==> config.mk <==
export PLATFORM = sky130hd
export DESIGN_NAME = button_debouncer
export DESIGN_NICKNAME = d
export VERILOG_FILES = /design/src/rtl/button_debouncer.sv
export SDC_FILE = /design/constraint.sdc
export NUM_CORES = 1
export LEC_CHECK = 0
export ABC_AREA = 1
export CORE_MARGIN = 5
export CORE_UTILIZATION = 55
export CTS_BUF_LIST = sky130_fd_sc_hd__clkbuf_4 sky130_fd_sc_hd__clkbuf_8
export DETAILED_ROUTE_END_ITERATION = 8
export GPL_TIMING_DRIVEN = 0
export MAX_ROUTING_LAYER = met4
export PLACE_DENSITY = 0.78
export SYNTH_ARGS = -nofsm -noshare
export SYNTH_HDL_FRONTEND = slang
export SYNTH_SLANG_ARGS = --single-unit
==> constraint.sdc <==
create_clock -name i_clk -period 3.6 [get_ports i_clk]
set_input_delay 0.36 -clock i_clk [delete_from_list [all_inputs] [get_ports i_clk]]
set_output_delay 0.36 -clock i_clk [all_outputs]
set_load 0.1 [all_outputs]
==> src/rtl/button_debouncer.sv <==
// Purpose : multi-channel push-button debouncer with press/release edges and auto-repeat steps.
// Latency : 2 sync cycles + STABLE_SAMPLES sample ticks from a clean input edge to o_level/o_press.
// Backpr. : none; outputs are free-running levels and single-cycle pulses, nothing is held off.
//
// Ports:
//   i_clk      system clock (single domain)
//   i_rst      asynchronous active-high reset
//   i_buttons  raw asynchronous button levels, 1 = pressed
//   o_level    debounced level per channel
//   o_press    one-cycle pulse on debounced 0->1
//   o_release  one-cycle pulse on debounced 1->0
//   o_step     one-cycle pulse on press and on every auto-repeat while held
module button_debouncer #(
    parameter int CHANNELS       = 4,
    parameter int TICK_DIV       = 60000,
    parameter int STABLE_SAMPLES = 2,
    parameter int REPEAT_DELAY   = 0,
    parameter int REPEAT_RATE    = 1
) (
    input  logic                i_clk,
    input  logic                i_rst,
    input  logic [CHANNELS-1:0] i_buttons,
    output logic [CHANNELS-1:0] o_level,
    output logic [CHANNELS-1:0] o_press,
    output logic [CHANNELS-1:0] o_release,
    output logic [CHANNELS-1:0] o_step
);

    // ------------------------------------------------------------------
    // Widths and constants
    // ------------------------------------------------------------------
    localparam int PW   = (TICK_DIV > 1) ? $clog2(TICK_DIV) : 1;
    localparam int CW   = $clog2(STABLE_SAMPLES + 1);
    localparam int RMAX = (REPEAT_DELAY > REPEAT_RATE) ? REPEAT_DELAY : REPEAT_RATE;
    localparam int RW   = (RMAX > 1) ? $clog2(RMAX + 1) : 1;

    localparam logic [PW-1:0] TICK_LAST = PW'(TICK_DIV - 1);
    localparam logic [CW-1:0] STABLE_N  = CW'(STABLE_SAMPLES);
    localparam logic [RW-1:0] DELAY_N   = RW'(REPEAT_DELAY);
    localparam logic [RW-1:0] RATE_N    = RW'(REPEAT_RATE);
    // A zero delay means a press produces only the initial step.
    localparam bit            REPEAT_EN = (REPEAT_DELAY > 0);

    typedef enum logic [1:0] {
        ST_IDLE   = 2'd0,
        ST_DELAY  = 2'd1,
        ST_REPEAT = 2'd2
    } rpt_state_t;

    // ------------------------------------------------------------------
    // Two-flop synchroniser per channel
    // ------------------------------------------------------------------
    logic [CHANNELS-1:0] sync_meta;
    logic [CHANNELS-1:0] sync_q;

    always_ff @(posedge i_clk or posedge i_rst) begin
        if (i_rst) begin
            sync_meta <= '0;
            sync_q    <= '0;
        end else begin
            sync_meta <= i_buttons;
            sync_q    <= sync_meta;
        end
    end

    // ------------------------------------------------------------------
    // Shared sample prescaler; tick is high for the last count only
    // ------------------------------------------------------------------
    logic [PW-1:0] presc;
    logic          tick;

    assign tick = (presc == TICK_LAST);

    always_ff @(posedge i_clk or posedge i_rst) begin
        if (i_rst) begin
            presc <= '0;
        end else if (tick) begin
            presc <= '0;
        end else begin
            presc <= presc + 1'b1;
        end
    end

    // ------------------------------------------------------------------
    // Per-channel state
    // ------------------------------------------------------------------
    logic [CW-1:0] scnt     [CHANNELS];
    logic [CW-1:0] scnt_inc [CHANNELS];
    logic [RW-1:0] rcnt     [CHANNELS];
    logic [RW-1:0] rcnt_inc [CHANNELS];
    rpt_state_t    rstate   [CHANNELS];

    logic [CHANNELS-1:0] differ;   // synchronised sample disagrees with debounced level
    logic [CHANNELS-1:0] commit;   // this tick completes the required run of samples
    logic [CHANNELS-1:0] rise;
    logic [CHANNELS-1:0] fall;

    always_comb begin
        differ = '0;
        commit = '0;
        rise   = '0;
        fall   = '0;
        for (int ch = 0; ch < CHANNELS; ch++) begin
            scnt_inc[ch] = scnt[ch] + 1'b1;
            rcnt_inc[ch] = rcnt[ch] + 1'b1;
            differ[ch]   = (sync_q[ch] != o_level[ch]);
            commit[ch]   = tick && differ[ch] && (scnt_inc[ch] == STABLE_N);
            rise[ch]     = commit[ch] &&  sync_q[ch];
            fall[ch]     = commit[ch] && !sync_q[ch];
        end
    end

    // Stability counters, debounced levels, edge pulses and repeat FSMs.
    // Everything is registered, so no path exists from i_buttons to outputs.
    always_ff @(posedge i_clk or posedge i_rst) begin
        if (i_rst) begin
            o_level   <= '0;
            o_press   <= '0;
            o_release <= '0;
            o_step    <= '0;
            for (int ch = 0; ch < CHANNELS; ch++) begin
                scnt[ch]   <= '0;
                rcnt[ch]   <= '0;
                rstate[ch] <= ST_IDLE;
            end
        end else begin
            o_press   <= rise;
            o_release <= fall;

            for (int ch = 0; ch < CHANNELS; ch++) begin
                // Stability counter: any sample matching the current level
                // restarts the run, so short disturbances are discarded.
                if (tick) begin
                    if (!differ[ch]) begin
                        scnt[ch] <= '0;
                    end else if (commit[ch]) begin
                        o_level[ch] <= sync_q[ch];
                        scnt[ch]    <= '0;
                    end else begin
                        scnt[ch] <= scnt_inc[ch];
                    end
                end

                // Repeat FSM. Release wins over a step that falls due on the
                // same tick; the press tick itself does not advance rcnt.
                o_step[ch] <= 1'b0;
                if (fall[ch]) begin
                    rstate[ch] <= ST_IDLE;
                    rcnt[ch]   <= '0;
                end else if (rise[ch]) begin
                    o_step[ch] <= 1'b1;
                    rcnt[ch]   <= '0;
                    rstate[ch] <= REPEAT_EN ? ST_DELAY : ST_IDLE;
                end else if (tick) begin
                    case (rstate[ch])
                        ST_DELAY: begin
                            if (rcnt_inc[ch] == DELAY_N) begin
                                o_step[ch] <= 1'b1;
                                rcnt[ch]   <= '0;
                                rstate[ch] <= ST_REPEAT;
                            end else begin
                                rcnt[ch] <= rcnt_inc[ch];
                            end
                        end
                        ST_REPEAT: begin
                            if (rcnt_inc[ch] == RATE_N) begin
                                o_step[ch] <= 1'b1;
                                rcnt[ch]   <= '0;
                            end else begin
                                rcnt[ch] <= rcnt_inc[ch];
                            end
                        end
                        default: begin
                            rcnt[ch]   <= '0;
                            rstate[ch] <= ST_IDLE;
                        end
                    endcase
                end
            end
        end
    end

endmodule

==> key figures, run 1 <==
Routing
  • Via count: 1,497
  • Final WL: 3.718 mm
  • Vias/cell: 4.908
  • First drt pass iteration count: 4
  • DRC viols: 0
  • DRT antenna net count: 0
  • Wire per inst: roughly 12 um
  • First-iteration detailed-routing DRC count: between 100 and 150

Placed design
  • Place WS: 1.652 ns
  • Global placement routability congestion: approximately 0.9
  • Post-detail-place hpwl: 2.690 mm
  • DP Cell Count: 298
  • PortBufs: 21

Synthesis
  • Synth Flop Type: dfrtp_1
  • Synth Area per Inst: 9.010 um^2
  • Top cell type's share of synthesized area: 53.37%
  • Count leader, synth: nand2_1
  • Mapped Area: 2063 um^2
  • Post-synth EDFFs: 0
  • Seq/Total Area, Yosys: a little over half
  • Post-Syn Instances: 229
  • Yosys reg bits: 44
  • Synth top area cells: dfrtp_1 53%, nand2_1 10%, nor2_1 5.8%
  • Post-synthesis cell type count: 28
  • Async set-reset flop share out of synthesis: 100.0%
  • Commonest cells post-synth: 56 x nand2_1, 44 x dfrtp_1, 32 x nor2_1
  • Post-synth top area cell: dfrtp_1
  • Yosys warnings: 0
  • Syn Nets: 240

Status
  • Outcome: finished, final reports clean

Global route
  • Largest net degree at the start of global routing: 45
  • First-pass GRT wire length: 6.589 mm
  • Grt total ovfl: 0
  • GRT Overall Usage: about 17%
  • Initial antenna violation count: 0
  • Vias in the first global route: 1,544

Timing
  • Period utilization: 62.44%
  • FMAX: between 0.4 and 0.5 GHz
  • RSZ-0062 raised after global routing: false
  • Worst clock skew: between 0.009 and 0.01 ns
  • Final hold violation count: 0
  • Min Tclk post-route: 2.248 ns
  • Setup TNS: 0 ns
  • Pins over their slew limit: 0
  • Final worst slack: 1.352 ns
  • WHS: 0.3479 ns
  • Setup violators final: 0
  • Slew HR: between 30 and 40%
  • Worst slew pin tran: 0.9815 ns

Critical path
  • Worst path arrival time: 1.89 ns
  • Reg2reg start: presc[0]$_DFF_PP0_
  • Crit path launch: o_press[2]$_DFF_PP0_
  • Worst-path cell chain: buf_4, clkdlybuf4s50_1
  • Slowest library cell on the worst path: clkdlybuf4s50_1
  • Delay-heaviest family, CP: buffers and inverters
  • Largest stage delay on the critical path: 1.12 ns
  • CP startpoint kind: flop
  • Crit-path max FO: 2
  • Setup Crit Path Kind: reg -> out
  • Crit path buffers/inverters: 2
  • CP required: 3.24 ns
  • Crit end category: primary output

CTS
  • CTS Buf Count: 5
  • CTS Hold Bufs: 0
  • Post-cts sizing count: 0
  • H-tree depth: 2
  • Clock-pin slew on the worst setup and hold paths: about 0.080 ns
  • CTS root buf: clkbuf_8
  • CTS tree: yes
  • Clk sink count: 44
  • Max clock buf depth: 2
  • Postcts setup bufs: 0
  • Worst-skew pair later-pin latency: 0.29 ns

Cells and area
  • Area Growth Syn to Fin: 19.34%
  • Diode count: 0
  • Non-filler cells, final: between 300 and 400
  • Fillers: between 300 and 400
  • Nets: 268
  • Layout cells sized above 1: 13.62%

Power
  • Sw frac: 18.39%
  • Leakage power: 1.255 nW
  • Net switching power: 175.0 uW
  • Internal Pwr Total: 776.9 uW
  • Final Power: approximately 950 uW
  • Clock share of power: 45.6%
  • Sequential power share: 52.6%
  • Gate power share: 1.8%
  • PwrDens: 386.6 nW/um^2
  • Max VDD drop: approximately 0.00031 V

Die
  • DIE WIDTH: 71.25 um
  • Core area: between 3000 and 4000 um^2
  • Die height: a little over 70 um
  • Initial Util: 56.36%
  • Rows: 22
  • Overall die area: 5077 um^2
  • Ports: 22

Min path
  • Hold wc startpoint: sync_meta[3]$_DFF_PP0_
  • Hold Crit Class: reg -> reg

Flow run
  • Max cap viols: 0
==> cell usage in the layout (no fill, tap or decap), types with 2 or more instances in the layout <==
master / count
bufinv_16: 2
xor2_1: 7
inv_1: 24
nor2_2: 2
dfrtp_1: 44
buf_4: 5
nor2_4: 2
nand4_2: 3
o21ai_0: 3
clkdlybuf4s50_1: 21
or2_2: 4
inv_2: 4
o21ai_1: 9
nand2_1: 56
nand3_1: 6
nor2_1: 32
clkbuf_8: 5
nor3_2: 2
nand4_1: 8
ha_1: 5
nand2_2: 3
==> path summary, 6_finish.rpt <==
| check | endpoint | slack (ns) | cells past startpoint |
|---|---|---|---|
| worst max-delay path | o_step[2] | 1.35 | 2 |
| worst min-delay path | sync_q[3]$_DFF_PP0_ | 0.35 | 0 |
| worst max register to register | scnt[0]$_DFFE_PP0N_ | 2.01 | 9 |
| worst min register to register | sync_q[3]$_DFF_PP0_ | 0.35 | 0 |
| max in group asynchronous | o_press[2]$_DFF_PP0_ | 2.49 | 2 |
| min in group asynchronous | presc[15]$_DFF_PP0_ | 0.55 | 2 |
==> metal layers <==
| metal | vias up | GRT usage (%) | routed length (um) |
|---|---|---|---|
| li1 | 771 | - | - |
| met2 | 24 | 28.16 | 1878 |
| met3 | 4 | 4.769 | 131 |
| met4 | 0 | 6.263 | 38 |
| met5 | - | - | 0 |
| met1 | 698 | 20.22 | 1670 |
==> cell type report <==
class / count / area, um^2 / area share (%)
Sequential cell: 44 / 1101 / 44.72
Multi-Input combinational cell: 150 / 800.8 / 32.52
Timing Repair Buffer: 21 / 210.2 / 8.537
Inverter: 29 / 108.9 / 4.421
Clock buffer: 5 / 68.82 / 2.795
Clock inverter: 2 / 60.06 / 2.439
Tap cell: 48 / 60.06 / 2.439
Buffer: 6 / 52.55 / 2.134
==> cells by family after synthesis <==
family	after synthesis	synth area share, %
fa+ha+maj	5	3.032
simple gates	123	28.99
buf+inv	35	7.823
compound gates	15	3.820
flops	44	53.37
xor+xnor	7	2.972
==> per-stage QoR <==
stage | util [%] | area (um^2)
final | 67.26 | 2462
after global routing | 67.26 | 2462
after CTS | 67.26 | 2462
after detailed placement | 63.74 | 2333
after global placement | 63.74 | 2333
after floorplan | - | 2063
==> power by group through the flow <==
stage	combinational (mW)	sequential [mW]	clock [mW]
CTS	0.0180	0.501	0.440
global placement	0.0177	0.511	0
floorplan	0.00971	0.511	0
detailed placement	0.0178	0.511	0
global route	0.0199	0.502	0.468
finish	0.0171	0.501	0.434
==> registers in the layout, summed over array words and instances, names as in the netlist <==
signal / count
o_level: 4
sync_q: 4
o_press: 4
scnt: 8
o_release: 4
sync_meta: 4
presc: 16
==> worst reg2reg max path: cells and delay by family, from the launching register on <==
family | cells | cell delay, ns
buffers and inverters | 2 | 0.30
AO/OA/AOI/OAI | 1 | 0.06
flip-flops | 1 | 0.41
AND/OR/NAND/NOR | 5 | 0.53
adder cells (fa/ha/maj) | 1 | 0.20
(Power assumes the default switching activity.)
==> inputs of run 2 (changes only) <==
==> constraint.sdc (replaced) <==
create_clock -name i_clk -period 2.07 [get_ports i_clk]
set_input_delay 0.207 -clock i_clk [delete_from_list [all_inputs] [get_ports i_clk]]
set_output_delay 0.207 -clock i_clk [all_outputs]
set_load 0.1 [all_outputs]
==> key figures, run 2 (same netlist as run 1, synthesis figures left out) <==
CTS
  • CTS Buf Count: 5
  • Worst-skew pair later-pin latency: 0.29 ns
  • Clk sink count: 44
  • CTS Hold Bufs: 0
  • CTS tree: yes
  • CTS root buf: clkbuf_8
  • Clock-pin slew on the worst setup and hold paths: about 0.08 ns
  • H-tree depth: 2
  • Max clock buf depth: 2

Timing
  • Min Tclk post-route: between 2 and 2.5 ns
  • Slew HR: roughly 34%
  • Final hold violation count: 0
  • FMAX: approximately 0.5 GHz
  • Period utilization: 97.44%
  • RSZ-0062 raised after global routing: false
  • Worst slew pin tran: 0.9837 ns
  • Worst clock skew: roughly 0.0095 ns
  • WHS: 0.3487 ns
  • Setup violators final: 0
  • Final worst slack: about 0.053 ns
  • Pins over their slew limit: 0

Power
  • Max VDD drop: between 0.0005 and 0.0006 V
  • PwrDens: about 670 nW/um^2
  • Leakage power: 1.331 nW

Routing
  • Via count: 1,484
  • DRC viols: 0
  • Vias/cell: 4.866
  • First drt pass iteration count: 4
  • Final WL: roughly 3.7 mm
  • DRT antenna net count: 0
  • First-iteration detailed-routing DRC count: 105
  • Wire per inst: ~12 um

Critical path
  • Slowest library cell on the worst path: clkdlybuf4s50_1
  • CP startpoint kind: flop
  • Crit path launch: o_level[1]$_DFFE_PP0P_
  • Reg2reg end: scnt[0]$_DFFE_PP0N_
  • Crit end category: primary output
  • Delay-heaviest family, CP: buffers and inverters
  • Worst path arrival time: 1.81 ns
  • Largest stage delay on the critical path: 1.14 ns
  • CP required: approximately 1.9 ns
  • Worst reg2reg path depth: 9
  • Crit path buffers/inverters: 1
  • Crit-path max FO: 3
  • R2r setup slk: 0.48 ns
  • Worst-path cell chain: clkdlybuf4s50_1
  • Setup Crit Path Kind: reg -> out
  • Reg2reg start: presc[0]$_DFF_PP0_

Cells and area
  • Commonest non-fill, non-tap cell in the layout: nand2_1
  • Diode count: 0
  • Commonest non-fill, non-tap cells in the layout: 56 x nand2_1, 44 x dfrtp_1, 32 x nor2_1, 24 x inv_1, 14 x clkdlybuf4s50_1
  • Fillers: 311
  • Max reg flops: 16
  • Sequential cell area: 1101 um^2
  • Area Growth Syn to Fin: 19.47%
  • Nets: around 270
  • Most flops, register: presc
  • Layout cells sized above 1: a little over an eighth
  • Footprint of the multi-input gates: 800.8 um^2
  • Top flop regs: presc x16, scnt x8

Min path
  • Hold Path Sink: sync_q[3]$_DFF_PP0_
  • Hold wc startpoint: sync_meta[3]$_DFF_PP0_
  • Hold Crit Class: reg -> reg
  • Worst Hold Depth: 0

Die
  • Initial Util: 56.36%
  • DIE WIDTH: 71.25 um
  • Overall die area: 5077 um^2
  • Core area: about 3700 um^2
  • Die height: 71.25 um
  • Rows: 22
  • Ports: 22

Placed design
  • Place WS: approximately 0.27 ns
  • Post-detail-place hpwl: about 2.7 mm
  • PortBufs: 21
  • Global placement routability congestion: 0.8932

Global route
  • First-pass GRT wire length: 6.575 mm
  • Largest net degree at the start of global routing: 45
  • GRT Overall Usage: ~17%
  • Vias in the first global route: about 1,500
  • Initial antenna violation count: 0
  • Grt total ovfl: 0

Flow run
  • Max cap viols: 0

Status
  • Outcome: finished, final reports clean
run 2: cell type report:
cell class              count  area share [%]
multi-input cells         150           32.49
inverters                  29           4.416
clock inverters             2           2.437
flip-flops and latches     44           44.67
repair buffers             21           8.629
well taps                  48           2.437
plain buffers               6           2.132
clock buffers               5           2.792
run 2: per-stage QoR:
stage	total power, mW	utilization [%]	area [um^2]	cells	TNS (ns)
2_1_floorplan	0.9048	-	2063	229	0
3_5_place_dp	0.9197	63.74	2333	298	0
4_1_cts	1.668	67.12	2457	305	0
3_3_place_gp	0.9192	63.74	2333	298	-1.359
5_1_grt	1.721	67.33	2465	305	0
6_report	1.653	67.33	2465	305	0
run 2: worst max-delay path by stage:
stage,end,slack [ns],cells after the start
floorplan,o_level[0]$_DFFE_PP0P_,0.46,4
global placement,o_level[1]$_DFFE_PP0P_,-0.03,2
detailed placement,o_step[2],0.27,2
CTS,o_level[3],0.03,1
global route,o_level[1],0.006,1
finish,o_level[1],0.05,1
run 2: repair_timing:
action / 4_1_cts / 5_1_grt
gates resized for setup: 4 / 3
setup buffers: 0 / 0
endpoints found under the setup margin: 4 / 3
run 2: power by group:
| part | total [mW] | internal [mW] | switching [mW] |
|---|---|---|---|
| Clock | 0.752 | 0.475 | 0.277 |
| Combinational | 0.0298 | 0.00978 | 0.0200 |
| Sequential | 0.871 | 0.867 | 0.00487 |
run 2: routing by layer:
layer  up-vias  global-route usage [%]  routed length (um)
li1        769                       -                   -
met1       686                   20.13                1670
met2        25                   28.16                1881
met3         4                   4.769                 127
met4         0                   6.263                  38
met5         -                       -                   0
==> patch 1: new RTL, flow settings as in run 2 <==
Register the output `o_level` once more; this adds one clock of latency there. The other outputs are not delayed to match. Comments in the files are not updated.
--- a/src/rtl/button_debouncer.sv
+++ b/src/rtl/button_debouncer.sv
@@ -47,4 +47,6 @@
         ST_REPEAT = 2'd2
     } rpt_state_t;
+
+    logic [CHANNELS-1:0] o_level_s0;
 
     // ------------------------------------------------------------------
@@ -104,5 +106,5 @@
             scnt_inc[ch] = scnt[ch] + 1'b1;
             rcnt_inc[ch] = rcnt[ch] + 1'b1;
-            differ[ch]   = (sync_q[ch] != o_level[ch]);
+            differ[ch]   = (sync_q[ch] != o_level_s0[ch]);
             commit[ch]   = tick && differ[ch] && (scnt_inc[ch] == STABLE_N);
             rise[ch]     = commit[ch] &&  sync_q[ch];
@@ -115,5 +117,5 @@
     always_ff @(posedge i_clk or posedge i_rst) begin
         if (i_rst) begin
-            o_level   <= '0;
+            o_level_s0 <= '0;
             o_press   <= '0;
             o_release <= '0;
@@ -135,5 +137,5 @@
                         scnt[ch] <= '0;
                     end else if (commit[ch]) begin
-                        o_level[ch] <= sync_q[ch];
+                        o_level_s0[ch] <= sync_q[ch];
                         scnt[ch]    <= '0;
                     end else begin
@@ -181,4 +183,8 @@
     end
 
+    always_ff @(posedge i_clk) begin
+        o_level <= o_level_s0;
+    end
+
 endmodule
 
Function: no difference found for any inputs over 10 cycles, from zero or initial values and one cycle with i_rst high; that may be too few to reach the edited logic, so the function may still have changed.
==> patch 1 against run 2 <==
  * Die area is 3.3% higher
  * Cell area is 2.4% higher
  * First-iteration DRC count is 6.7% lower
  * Hold slack worse by 9.0 ps
  * Synthesized area is 3.9% higher
  * Maximum frequency is 0.45% higher
  * Wire length is 2.7% higher
  * Setup slack better by 9.0 ps
  * Clock skew is 3.2 ps lower
  * Sequential cell count is 4 higher
  * Sequential power is 9.0% higher
  * Total power is 0.38% higher
==> patch 1: results (changes against run 2) <==
** Status
- The flow ran to the end, and the final reports show no timing, DRC or antenna violations.

** Detailed routing
- Uppermost layer routed :: met4
- Final routed wirelength across all metal layers :: 3819 um (+2.7%)
- Detailed-routed wire length on met2 :: 1854 um (-1.4%)
- The length of routed met3 wiring is 190 um (+50%).
- The detailed-routing iteration count for the pre-antenna-repair pass came to 4 (unchanged).
- Detailed-routing wirelength on met1 :: 1712 um (+2.5%)
- Total number of vias :: 1554 (+4.7%)
- Iteration-0 DRC Markers :: 98 (-6.7%)

** Logic synthesis
- Post-Syn Area per Cell :: 9.199 um^2 (+2.1%)
- Proportion of synthesized area in mux cells :: 0% (unchanged)
- Synth cell types :: 29 (+3.6%)
- The post-synth net total is 244 (+1.7%).
- The fraction of synthesized cell area in xor and xnor cells came to 2.860% (-0.11 points).
- Area share of fa/ha/maj cells after synthesis :: 2.919% (-0.11 points)
- The share of flip-flops with an asynchronous set or reset after synthesis came to 91.67% (-8.3 points).
- Sequential element share of the synthesized area :: 55.11% (+1.7 points)
- Compound-Gate Fraction of Synth Area :: 3.678% (-0.14 points)
- After synthesis, the cell types taking the most area are dfrtp_1 (51%), nand2_1 (9.8%), nor2_1 (5.6%).
- Flops & latches, synth :: 48 (+9.1%)

** Placed design
- The routability-driven placement congestion ratio came to 0.8373 (-6.3%).
- Total cell area at the placement stage :: 0.002414 mm^2 (+3.4%)
- The HPWL after detailed placement was 2775 um (+3.1%).
- The worst setup timing slack at the placement stage was 303.9 ps (+29.13 ps).
- The number of placed instances, taps included was 302 (+1.3%).

** Timing
- Slew at the pin closest to its max-slew limit :: 978.9 ps (-4.845 ps)
- The maximum clock skew at final layout was 6.309 ps (-3.180 ps).

** Global routing
- Met2 Track Usage GR :: 26.49% (-1.7 points)
- Grt met1 use :: 21.11% (+0.98 points)
- The number of global-route vias before repair is 1469 (-4.6%).
- The routing usage on met3 came to 5.679% (+0.91 points).
- Pin count of the biggest net entering global routing :: 45 (unchanged)
- Combined global-route utilization of all metal layers :: 17.03% (-0.11 points)

** Finish
- Clock-cell share of area :: 4.509% (-0.72 points)
- The final-stage net count was 272 (+1.5%).
- Share of final layout cell area taken by non-clock buffers :: 10.31% (-0.45 points)
- Proportion of layout cells with a drive suffix above 1 :: 13.74% (+0.12 points)
- Non-clock inverter total of the final layout :: 29 (unchanged)
- Proportion of cell area occupied by registers :: 46.78% (+2.1 points)
- The count of plain and timing-repair buffers came to 27 (unchanged).
- The number of cells in the finished layout apart from fillers came to 310 (+1.6%).
- The number of clock buffers in the layout came to 7 (+2).
- The multi-input combinational area share was 31.71% (-0.77 points).
- Layout filler cell count :: 284 (-8.7%)

** Critical path
- Largest fanout on the critical path :: 2 (-1)

** Die
- Floorplan die area :: 0.005245 mm^2 (+3.3%)

** Power and ir drop
- The worst supply voltage drop on vdd came to 0.0006206 V (+15%).
- Leakage :: 0.001320 uW (-0.77%)

** Clock network
- The post-CTS repair timing setup buffer count was 0 (unchanged).

** Hold path
- Class of the tightest hold or removal check :: input port to flip-flop
-- patch 1: final timing paths --
kind                                    from            to  slack, ps  cells after the start
worst max-delay path              o_press[0]    o_press[0]         60                      1
worst min-delay path            i_buttons[1]  sync_meta[1]        340                      1
worst max register to register      presc[0]       scnt[2]        450                      9
worst min register to register  sync_meta[3]     sync_q[3]        360                      0
max in group asynchronous              i_rst     presc[13]       1100                      2
min in group asynchronous              i_rst     presc[14]        420                      2
-- patch 1: cell families (layout without fill, tap and decap cells) --
group / count (synthesis) / count (layout)
XOR/XNOR: 7 / 7
AO/OA/AOI/OAI: 15 / 15
AND/OR/NAND/NOR: 123 / 123
flip-flops: 48 / 48
adder cells (fa/ha/maj): 5 / 5
buffers and inverters: 35 / 64
-- patch 1: what timing repair did --
item,CTS,global route
setup endpoints to repair,4,1
hold buffers,0,0
resized for setup,4,1
-- patch 1: report_power, final --
part,internal (uW),switching [uW],total (uW)
clock,388,293,680
combinational,9.77,20.4,30.2
sequential,943,5.50,949
total,1340,319,1660
==> patch 2: new RTL, config.mk and constraints of run 2 <==
Made on the original files. Change the parameter `STABLE_SAMPLES` from 2 to 1. Comments in the files are not updated.
--- a/src/rtl/button_debouncer.sv
+++ b/src/rtl/button_debouncer.sv
@@ -14,5 +14,5 @@
     parameter int CHANNELS       = 4,
     parameter int TICK_DIV       = 60000,
-    parameter int STABLE_SAMPLES = 2,
+    parameter int STABLE_SAMPLES = 1,
     parameter int REPEAT_DELAY   = 0,
     parameter int REPEAT_RATE    = 1
Behaviour: same outputs for any inputs over 10 cycles, from zero or initial values and one cycle with i_rst high; that may be too few to reach the edited logic, so the function may still have changed.
==> patch 2 against run 2 <==
  * Setup slack improved by 160 ps
  * Synthesized cell count decreased by 0.87%
  * Total power decreased by 19%
  * Synthesized area decreased by 8.2%
  * Register-to-register slack improved by 70 ps
  * Sequential cell count decreased by 4
  * Cell area decreased by 9.3%
  * Wire length decreased by 8.4%
  * Largest cell class unchanged
==> patch 2: results (changes against run 2) <==
** Status
- The flow ran to the end, and the final reports show no timing, DRC or antenna violations.

** Critical path
- Arrival time at the worst endpoint :: 1650 ps (-160 ps)
- On the critical path, the stage with the largest delay is an instance of dlygate4sd2_1.
- The largest stage delay on the critical path came to 840 ps (-300 ps).
- Worst R2R Path Depth :: 7 (-2)

** Hold path
- Worst hold path cell count :: 1 (+1)
- The min-delay analysis places its worst path in the category input port to flip-flop.

** Global routing
- The pin count of the biggest net entering global routing is 41 (-8.9%).
- The fraction of met1 tracks used by global routing came to 20.89% (+0.76 points).
- The met2 global-route usage was 28.01% (-0.15 points).

** Power and ir drop
- The cell internal power dissipation was 1052 uW (-22%).
- The leakage power of the design came to 0.001224 uW (-8.0%).
- The worst supply voltage drop on vdd is 0.0003861 V (-29%).

** Logic synthesis
- The cell count after synthesis is 227 (-0.87%).
- List of most frequent post-synthesis cells :: nand2_1 (48), nor2_1 (41), dfrtp_1 (40)

** Detailed routing
- The starting DRC count in detailed routing came to 101 (-3.8%).

** Finish
- The final-stage net count was 262 (-2.2%).
- Layout filler cell count :: 300 (-3.5%)
- The number of cells in the finished layout apart from fillers came to 302 (-0.98%).

** Placed design
- Total instance count after detailed placement :: 294 (-1.3%)
- Pre-CTS setup slack :: 315.7 ps (+40.92 ps)
- DPL Wire Length :: 2545 um (-5.4%)

** Clock network
- The clock slew at the register clock pins of the worst setup and hold paths was 120 ps (+40 ps).
- The clock latency on the worst-skew pair was 350 ps (+60 ps).

** Timing
- The pin slew with the least headroom to its limit came to 967.8 ps (-15.88 ps).
patch 2: changes by cell type in the layout (fill, tap and decap cells not counted), moves of 8 or more:
| cell | delta |
|---|---|
| nand2_1 | -8 |
| clkdlybuf4s50_1 | -9 |
| inv_1 | +12 |
| o21ai_1 | -8 |
| nor2_1 | +9 |
| dlygate4sd2_1 | +8 |
patch 2: what timing repair did:
item	4_1_cts	5_1_grt
setup buffers	0	0
resized for setup	12	4
endpoints found under the setup margin	12	4
endpoints found under the hold margin	0	0
patch 2: final cells by class:
type	instances	share of cell area, %
clock buffer	5	1.679
timing repair buffer	21	9.177
inverter	40	6.715
tap	46	2.574
sequential	40	44.77
buffer	6	2.071
multi-input combinational	141	31.11
clock inverter	3	1.903
patch 2: worst paths after layout:
kind / slack (ps) / from / endpoint
max in group asynchronous: 1240 / i_rst / o_release[2]
worst min-delay path: 280 / i_buttons[0] / sync_meta[0]
worst max register to register: 550 / presc[0] / o_release[3]
worst min register to register: 360 / sync_meta[3] / sync_q[3]
worst max-delay path: 220 / o_step[0] / o_step[0]
min in group asynchronous: 310 / i_rst / sync_meta[0]
patch 2: per-stage QoR:
step                power (uW)  utilization, %
finish                    1334           67.00
global route              1405           67.00
CTS                       1349           66.70
detailed placement       844.8           64.75
global placement         843.7           64.75
floorplan                828.8               -
patch 2: per-layer routing:
metal	vias to the layer above	routed length, um
met5	-	0
li1	746	-
met1	666	1562
met4	0	74
met3	7	136
met2	32	1632
patch 2: cell families after synthesis:
family | Yosys count | synth area share (%)
compound gates | 6 | 1.850
fa+ha+maj | 1 | 0.6608
buf+inv | 46 | 10.38
flops | 40 | 52.88
xor+xnor | 6 | 2.776
simple gates | 128 | 31.46
